[src/rtl/fir_mac_seq.sv]
// rtl/fir_mac_seq.sv - sequential single-multiplier FIR multiply-accumulate engine
// Snapshots N taps on start, accumulates N products one per cycle, then rounds and saturates to Q1.15.
module fir_mac_seq #(
    parameter int N     = 8,
    parameter int ACC_W = 32 + $clog2(N)
) (
    input  logic                   clk_i,
    input  logic                   rst_i,
    input  logic [16*N-1:0]        taps_i,
    input  logic                   start_i,
    input  logic                   coef_we_i,
    input  logic [$clog2(N)-1:0]   coef_addr_i,
    input  logic [15:0]            coef_data_i,
    output logic [15:0]            y_out_o,
    output logic                   y_valid_o,
    output logic                   busy_o,
    output logic                   overrun_o
);

    localparam int IDX_W = $clog2(N);
    localparam logic signed [ACC_W-1:0] HALF_LSB = ACC_W'(16384);
    localparam logic signed [ACC_W-1:0] Y_MAX    = ACC_W'(32767);
    localparam logic signed [ACC_W-1:0] Y_MIN    = ACC_W'(-32768);

    typedef enum logic [1:0] {
        S_IDLE,
        S_MAC,
        S_OUT
    } state_t;

    state_t                  state_q;
    logic signed [15:0]      snap_q [N];
    logic signed [15:0]      coef_q [N];
    logic [IDX_W-1:0]        idx_q;
    logic signed [ACC_W-1:0] acc_q;
    logic signed [ACC_W-1:0] acc_d;
    logic signed [31:0]      prod;
    logic signed [ACC_W-1:0] rnd;
    logic [15:0]             y_d;
    logic                    addr_ok;
    logic [15:0]             y_out_q;
    logic                    y_valid_q;
    logic                    busy_q;
    logic                    overrun_q;

    assign addr_ok = (int'(coef_addr_i) < N);

    always_comb begin
        prod  = snap_q[idx_q] * coef_q[idx_q];
        acc_d = acc_q + ACC_W'(prod);
        // Round half up, then clamp to the Q1.15 range.
        rnd   = (acc_q + HALF_LSB) >>> 15;
        y_d   = rnd[15:0];
        if (rnd > Y_MAX) begin
            y_d = 16'h7FFF;
        end else if (rnd < Y_MIN) begin
            y_d = 16'h8000;
        end
    end

    always_ff @(posedge clk_i) begin
        if (rst_i) begin
            state_q   <= S_IDLE;
            idx_q     <= '0;
            acc_q     <= '0;
            y_out_q   <= '0;
            y_valid_q <= 1'b0;
            busy_q    <= 1'b0;
            overrun_q <= 1'b0;
            for (int k = 0; k < N; k++) begin
                snap_q[k] <= '0;
                coef_q[k] <= '0;
            end
        end else begin
            y_valid_q <= 1'b0;
            case (state_q)
                S_IDLE: begin
                    if (coef_we_i && addr_ok) begin
                        coef_q[coef_addr_i] <= coef_data_i;
                    end
                    if (start_i) begin
                        for (int k = 0; k < N; k++) begin
                            snap_q[k] <= taps_i[16*k +: 16];
                        end
                        acc_q   <= '0;
                        idx_q   <= '0;
                        busy_q  <= 1'b1;
                        state_q <= S_MAC;
                    end
                end
                S_MAC: begin
                    acc_q <= acc_d;
                    idx_q <= idx_q + 1'b1;
                    if (idx_q == IDX_W'(N - 1)) begin
                        state_q <= S_OUT;
                    end
                end
                S_OUT: begin
                    y_out_q   <= y_d;
                    y_valid_q <= 1'b1;
                    busy_q    <= 1'b0;
                    state_q   <= S_IDLE;
                end
                default: begin
                    state_q <= S_IDLE;
                    busy_q  <= 1'b0;
                end
            endcase
            // A start that arrives while a result is being produced is dropped but remembered.
            if (start_i && (state_q != S_IDLE)) begin
                overrun_q <= 1'b1;
            end
        end
    end

    assign y_out_o   = y_out_q;
    assign y_valid_o = y_valid_q;
    assign busy_o    = busy_q;
    assign overrun_o = overrun_q;

endmodule

[config.mk]
export PLATFORM = sky130hd
export DESIGN_NAME = fir_mac_seq
export DESIGN_NICKNAME = d
export VERILOG_FILES = /design/src/rtl/fir_mac_seq.sv
export SDC_FILE = /design/constraint.sdc
export NUM_CORES = 1
export LEC_CHECK = 0
export CORE_MARGIN = 10
export CORE_UTILIZATION = 35
export CTS_BUF_LIST = sky130_fd_sc_hd__clkbuf_8
export DETAILED_ROUTE_END_ITERATION = 6
export GPL_TIMING_DRIVEN = 0
export HOLD_SLACK_MARGIN = 0.06
export SLEW_MARGIN = 15
export SYNTH_ARGS = -nofsm -noshare
export SYNTH_HDL_FRONTEND = slang
export SYNTH_SLANG_ARGS = --single-unit
[constraint.sdc]
create_clock -name clk_i -period 13.7 [get_ports clk_i]
set_input_delay 1.37 -clock clk_i [delete_from_list [all_inputs] [get_ports clk_i]]
set_output_delay 1.37 -clock clk_i [all_outputs]
set_load 0.01 [all_outputs]
==> Implementation_results.wiki <==
{| class="wikitable"
! Metric !! Value
|-
| RePlAce Congestion || 0.910
|-
| Setup Skew || 22.4 ps
|-
| CTS max path bufs || 3
|-
| Max Cap Viol || 0
|-
| Seq pwr share || 17.7%
|-
| Fmax || 105 MHz
|-
| Global route total overflow || 0
|-
| Clock-pin slew on the worst setup and hold paths || 70 ps
|-
| Clock tree from TritonCTS || built
|-
| Area of the die || 0.0828 sq mm
|-
| Cell class contributing the biggest share of worst-path delay || adder cells
|-
| Post-synthesis share of cell area spent on xor and xnor gates || 1.78%
|-
| Number of antenna violations at the first check in global routing || 2
|-
| Worst flop-to-flop path endpoint || acc_q[33]
|-
| Most prevalent standard cell on the critical path || sky130_fd_sc_hd__fa_1
|-
| Combinational power share || 70.0%
|-
| Starting density of the core || 35.2%
|-
| Worst-skew pair later-pin latency || 660 ps
|-
| Clk sink count || 318
|-
| Share of the yosys chip area belonging to registers || 35.6%
|-
| Final count of negative-setup-slack endpoints || 0
|-
| Post-synthesis register bit count || 318
|-
| Category of the critical setup timing path || reg2reg
|-
| Net count of the finished layout || 2973
|-
| Summed instance area of the synthesized netlist || 0.0251 sq mm
|-
| Number of instances in the synthesized netlist || 2178
|-
| Die Span Y || 288 um
|-
| Mean post-synth cell area || 11.5 sq um
|-
| Post-CTS Setup Inserts || 0
|-
| Top-level port count || 170
|-
| Max transition margin || 14.5%
|-
| Horiz. Die Dim || 288 um
|-
| Final antenna-violating net count || 0
|-
| Adder-cell area share of the yosys netlist || 30.1%
|-
| Endpoints failing hold || 0
|-
| Cell area after layout || 0.0291 sq mm
|-
| Global-route usage over all layers || 18.6%
|-
| Hold-critical path depth || 2
|-
| Proportion of power drawn by the clock network || 12.3%
|-
| Critical Path RT || 14240 ps
|-
| Leakage power figure || 12.9 nW
|-
| Distinct cells, synth || 60
|-
| Unrepaired setup endpoints after global routing || false
|-
| Sw Ratio || 47.5%
|-
| Post-Syn Nets || 2746
|-
| Detailed router's first-iteration violation count || 1271
|-
| Relative area change from synthesis to final layout || 15.9%
|-
| Clk root buf || sky130_fd_sc_hd__clkbuf_8
|-
| Fraction of final layout cells with drive strength greater than 1 || 8.79%
|-
| Dominant combinational cell family by area after synthesis || adder cells
|-
| Predominant post-synthesis flop cell || sky130_fd_sc_hd__edfxtp_1
|-
| H-tree depth || 2
|-
| Synth Area in Compound Gates || 4.32%
|-
| Worst Tran Pin Value || 1250 ps
|-
| Type of the tightest min-delay check || reg2reg
|-
| Cell Rows || 98
|-
| R2R Setup Slk || 4210 ps
|-
| Post-layout util || 40.8%
|-
| Average wire per cell in the routed design || 22.4 um
|-
| WP buf/inv || 7
|-
| Yosys warns || 0
|-
| Worst supply voltage drop on vdd || 0.308 mV
|-
| CP max FO || 10
|-
| Area of the placeable core || 0.0712 sq mm
|-
| Status || finished, final reports clean
|-
| Post-Synth Simple-Gate Area || 13.4%
|-
| Quantity of hold-fixing buffers added after cts || 0
|-
| Worst endpoint data arrival time || 10030 ps
|-
| First-pass iteration count of the detailed router || 5
|-
| Post-synthesis async set-or-reset flop share || 0%
|-
| Mux cell area share after synthesis || 7.90%
|-
| Post-DP Area || 0.0281 sq mm
|-
| Vias in the first global route || 18700
|-
| Period minus WS final || 9490 ps
|-
| Largest net degree at the start of global routing || 57
|-
| Total count of max-transition violations in the final report || 0
|-
| Instance count on the critical path || 25
|-
| PwrDens || 227 mW/mm^2
|-
| Cell Int Power || 3.46 mW
|-
| Count of flip-flops with a built-in enable after synthesis || 256
|-
| Final routed wirelength across all metal layers || 76300 um
|-
| Wire length of the first global-routing pass || 116000 um
|-
| Critical path launch point type || register
|-
| Switching power || 3.14 mW
|-
| Final worst path period share || 69.3%
|-
| Port Buffer Count || 168
|-
| Total Neg Setup Slack || 0 ps
|-
| # resized after CTS || 0
|-
| Worst R2R Path Depth || 25
|-
| Via count of the routed design || 17200
|-
| Cell with the largest stage delay on the worst path || sky130_fd_sc_hd__mux2i_1
|-
| Highest cell delay on the worst timing path || 980 ps
|-
| Total CTS buffers || 53
|-
| Remaining design rule violation count || 0
|-
| Critical path capture point type || register
|-
| Via/cell ratio || 5.07
|-
| HPWL after DPL || 59600 um
|-
| Critical Path Sink || acc_q[33]
|}
[flip-flops by register name (all words and copies together), names as in the netlist, named ones only]
signal	flops
coef_q	128
snap_q	128
acc_q	35
y_out_o	16
idx_q	3
state_q	2
busy_o	1
overrun_o	1
y_valid_o	1
[routing by layer]
metal	share of wire, %	global-route usage (%)	wire length [um]
met3	8.3	4.46	6370
met2	48	30.9	36600
met5	0	0	0
met4	2.3	4.73	1730
met1	41	24.1	31600
[worst min path at each step]
stage | startpoint | end | slack, ps
2_1_floorplan | acc_q[0] | acc_q[0] | 460
3_3_place_gp | busy_o | busy_o | 430
3_5_place_dp | busy_o | busy_o | 440
4_1_cts | busy_o | busy_o | 450
5_1_grt | busy_o | busy_o | 480
6_report | busy_o | busy_o | 450
[cells in the mapped netlist, drive strengths merged (5+ instances only)]
cell    count  area share [%]
and2      135             3.4
and3       99             2.5
mux4       64             5.7
dfxtp      62             4.9
o211ai      6            0.18
buf        17            0.31
a22o       22            0.77
mux2       24             1.1
or2        12            0.30
xnor2      33             1.2
nand2     140             2.1
inv       369             5.5
a21boi      5            0.15
nand3      17            0.34
a21o       16            0.49
ha        107             5.3
o21ai      13            0.27
clkbuf     69             1.1
nand2b      8            0.20
xor2       18            0.63
nor2      196             2.9
fa        310              25
a21oi      28            0.59
or3         6            0.15
a22oi      12            0.36
mux2i      27             1.1
nor3        9            0.22
nor2b      38            0.95
o22ai      15            0.40
edfxtp    256              31
[cells by family after synthesis]
group / count (synthesis)
buffers and inverters: 455
xor gates and xnor gates: 51
DFF: 318
muxes: 115
and+or+nand+nor: 673
adders and majority gates: 417
AOI/OAI and AO/OA: 149
[layout by cell type, fill, tap and decap left out, types with 14 or more instances in the layout]
cell type / instances
sky130_fd_sc_hd__inv_1: 388
sky130_fd_sc_hd__fa_1: 310
sky130_fd_sc_hd__edfxtp_1: 256
sky130_fd_sc_hd__nor2_1: 195
sky130_fd_sc_hd__clkdlybuf4s50_1: 168
sky130_fd_sc_hd__nand2_1: 140
sky130_fd_sc_hd__and2_1: 135
sky130_fd_sc_hd__ha_1: 107
sky130_fd_sc_hd__and3_1: 99
sky130_fd_sc_hd__clkbuf_1: 67
sky130_fd_sc_hd__mux4_2: 64
sky130_fd_sc_hd__dfxtp_1: 62
sky130_fd_sc_hd__clkbuf_8: 57
sky130_fd_sc_hd__nor2b_1: 38
sky130_fd_sc_hd__xnor2_1: 33
sky130_fd_sc_hd__a21oi_1: 26
sky130_fd_sc_hd__mux2_2: 24
sky130_fd_sc_hd__a22o_1: 22
sky130_fd_sc_hd__xor2_1: 18
sky130_fd_sc_hd__mux2i_1: 17
sky130_fd_sc_hd__nand3_1: 17
sky130_fd_sc_hd__o22ai_1: 14
[worst register-to-register path: cells and delay by family (launching register included)]
family | cells | cell delay, ps
flip-flops | 1 | 310
buffers and inverters | 7 | 1860
AO/OA/AOI/OAI | 6 | 2000
multiplexers | 2 | 1420
XOR/XNOR | 1 | 180
adder cells (fa/ha/maj) | 7 | 3350
AND/OR/NAND/NOR | 2 | 250
[metrics by stage]
| step | hold slack (ps) | instances | setup slack (ps) | power, mW |
|---|---|---|---|---|
| global route | 477 | 3398 | 3920 | 7.28 |
| global placement | 434 | 3296 | 4610 | 5.66 |
| floorplan | 456 | 2178 | 6210 | 4.63 |
| CTS | 446 | 3397 | 4380 | 6.58 |
| finish | 447 | 3399 | 4210 | 6.60 |
| detailed placement | 437 | 3300 | 4420 | 5.75 |
[cell type report]
class	instances	area, sq um
timing repair buffer	172	1760
sequential	318	8930
clock inverter	42	233
antenna	2	5.00
buffer	86	358
tap	950	1190
multi-input combinational	1405	14500
fill	6785	42100
clock buffer	55	757
inverter	369	1390
[power by group through the flow]
stage	Clock [mW]	Combinational, mW	Sequential [mW]
finish	0.811	4.62	1.17
global route	0.871	5.23	1.18
CTS	0.826	4.58	1.17
detailed placement	0	4.56	1.19
global placement	0	4.47	1.19
floorplan	0	3.46	1.17
Note: power is estimated with default switching activity, not from simulation.
==> patch: new RTL, same flow settings <==
Set the parameter `N` to 16 (it was 8).
--- a/src/rtl/fir_mac_seq.sv
+++ b/src/rtl/fir_mac_seq.sv
@@ -3,3 +3,3 @@
 module fir_mac_seq #(
-    parameter int N     = 8,
+    parameter int N     = 16,
     parameter int ACC_W = 32 + $clog2(N)
Interface: changed (resized coef_addr_i and taps_i); port bits go from 170 to 299. No check against the original RTL was run, so the function may have changed too.
==> patch against the original RTL <==
Count of clock-buffer cells in the layout rose by 49; synthesized area rose by 48%; critical endpoint unchanged; sequential cell count increased by 259; global-route usage is 0.37 points higher; worst setup slack worse by 0.45 ns; design area up 51%; wire length rose by 50%; via count increased by 39%; highest routed layer is now met5; sequential power increased by 81%; sequential share of layout area is 7.2 points higher; total power is 29% higher.
==> patch: results <==
[clock_tree]
cts_buffers = 96
path_clk_slew_ns = 0.06
root_buffer = "clkbuf_8"
clock_path_buffers = 3
h-tree-depth = 3
post_cts_buffers = 0
ctsResizeCount = 0
insertion_delay_ns = 0.77

[yosys]
synth_mux_area_share_pct = 9.67
synth_compound_area_share_pct = 3.70
synth_xor_area_share_pct = 1.27
synthesis.nets = 3677
ys_seq_area_share_pct = 44.7
ys_top_cells_by_count = "edfxtp_1 (512), and2_1 (420), inv_1 (391)"
synth_top_flop_cell = "edfxtp_1"
ys_warn_count = 0
async_flop_share_pct = 0
yosys-top-cells-area = "edfxtp_1 (41%), fa_1 (17%), mux4_2 (8.2%), and2_1 (7.1%), inv_1 (3.9%)"
synth-edff-count = 512
netlist-cell-type-count = 77
synth_fa_ha_area_share_pct = 20.5

[finish]
reg.largest.list = "coef_q (256), snap_q (256), acc_q (36)"
nets = 4078
drive_gt1_share_pct = 11.1
n_fill_cell = 9940

[hold_path]
min_path_type = "reg -> reg"

[power_and_ir_drop]
vdd_drop_max_v = 0.000240
p_per_area_nw_per_um2 = 194
p_leak_nw = 17.9

[setup_path]
r2r-end = "acc_q[33]$_SDFFE_PP0P_"
reg2regPathDepth = 28
endpoint = "acc_q[33]$_SDFFE_PP0P_"
crit_type = "reg -> reg"
critPathMaxFanout = 10
cp.arrival_ns = 10.56
cp_slowest_cell = "clkbuf_1"
slowest_delay_ns = 0.84

[global_routing]
antenna_found_initial = 19
grt_pass1_vias = 25500
grtUsageTotal_pct = 19.0
grt_max_degree = 61
grt_pass1_wl_um = 170000

[placed_design]
placed_area_sq_um = 42100
io_buffers = 298
place_congestion = 0.934
hpwl_um = 89500
dp_slack_ns = 3.90

[timing]
fin_skew_ns = 0.0446
worstMarginPinSlew_ns = 1.24
hold-worst-slack_ns = 0.466
setup_viol = 0
layout_setup_ws_ns = 3.76

[detailed_routing]
viasPerCell = 4.95
drt_iter0_drc = 1736
drtPass1Iterations = 6
wl_per_cell_um = 23.6

[outcome]
status = "finished clean"
[patch: cell types whose count changed after synthesis, sizes merged, moves of 24 or more]
cell    change
and2      +286
edfxtp    +256
and3       -92
mux4       +71
nor2b      +67
o21ai      +44
buf        +40
inv        +26
clkbuf     +24
[patch: cell type report]
cell class	instances	share of cell area, %
multi-input cells	1852	41.9
flip-flops and latches	577	37.9
repair buffers	303	7.05
well taps	1391	3.96
inverters	395	3.37
clock buffers	104	3.25
plain buffers	150	1.57
clock inverters	63	0.956
diodes	6	0.0341
[patch: cells by family (layout without fill, tap and decap cells)]
| family | Yosys count | count (layout) |
|---|---|---|
| AND/OR/NAND/NOR | 991 | 991 |
| flip-flops | 577 | 577 |
| buffers and inverters | 545 | 1015 |
| adder cells (fa/ha/maj) | 423 | 423 |
| AO/OA/AOI/OAI | 196 | 196 |
| multiplexers | 188 | 188 |
| XOR/XNOR | 54 | 54 |
| other | 0 | 6 |
[patch: critical path, delay by kind of cell (launching register included)]
kind            cells  cell delay, ns
fa+ha+maj           7            3.44
buf+inv             8            2.62
compound gates      8            2.33
mux                 2            0.67
flops               1            0.35
simple gates        2            0.21
xor+xnor            1            0.19
[patch: how the worst min path moves through the flow]
stage | cells after the start | from | end
4_1_cts | 1 | y_out_o[15]$_SDFFE_PP0P_ | y_out_o[15]$_SDFFE_PP0P_
3_5_place_dp | 2 | overrun_o$_SDFFE_PP0P_ | overrun_o$_SDFFE_PP0P_
5_1_grt | 1 | y_out_o[15]$_SDFFE_PP0P_ | y_out_o[15]$_SDFFE_PP0P_
6_report | 1 | y_out_o[15]$_SDFFE_PP0P_ | y_out_o[15]$_SDFFE_PP0P_
3_3_place_gp | 1 | y_out_o[15]$_SDFFE_PP0P_ | y_out_o[15]$_SDFFE_PP0P_
2_1_floorplan | 2 | acc_q[10]$_SDFFE_PP0P_ | acc_q[10]$_SDFFE_PP0P_
[patch: routing by layer]
| layer | part of all wire (%) | track usage [%] | wire length, um |
|---|---|---|---|
| met3 | 8.5 | 5.25 | 9770 |
| met1 | 42 | 24.7 | 48000 |
| met2 | 47 | 30.7 | 53400 |
| met4 | 2.6 | 5.33 | 2980 |
| met5 | 0.19 | 0 | 214 |
[patch: power by group]
group / switching (mW) / internal [mW]
sequential: 0.0641 / 2.05
clock: 0.741 / 0.763
combinational: 2.85 / 2.04
total: 3.66 / 4.86
[patch: per-stage QoR]
step	instances	util, %
floorplan	2974	-
global placement	4663	39.8
detailed placement	4667	39.9
CTS	4834	41.6
global route	4836	41.7
finish	4841	41.7
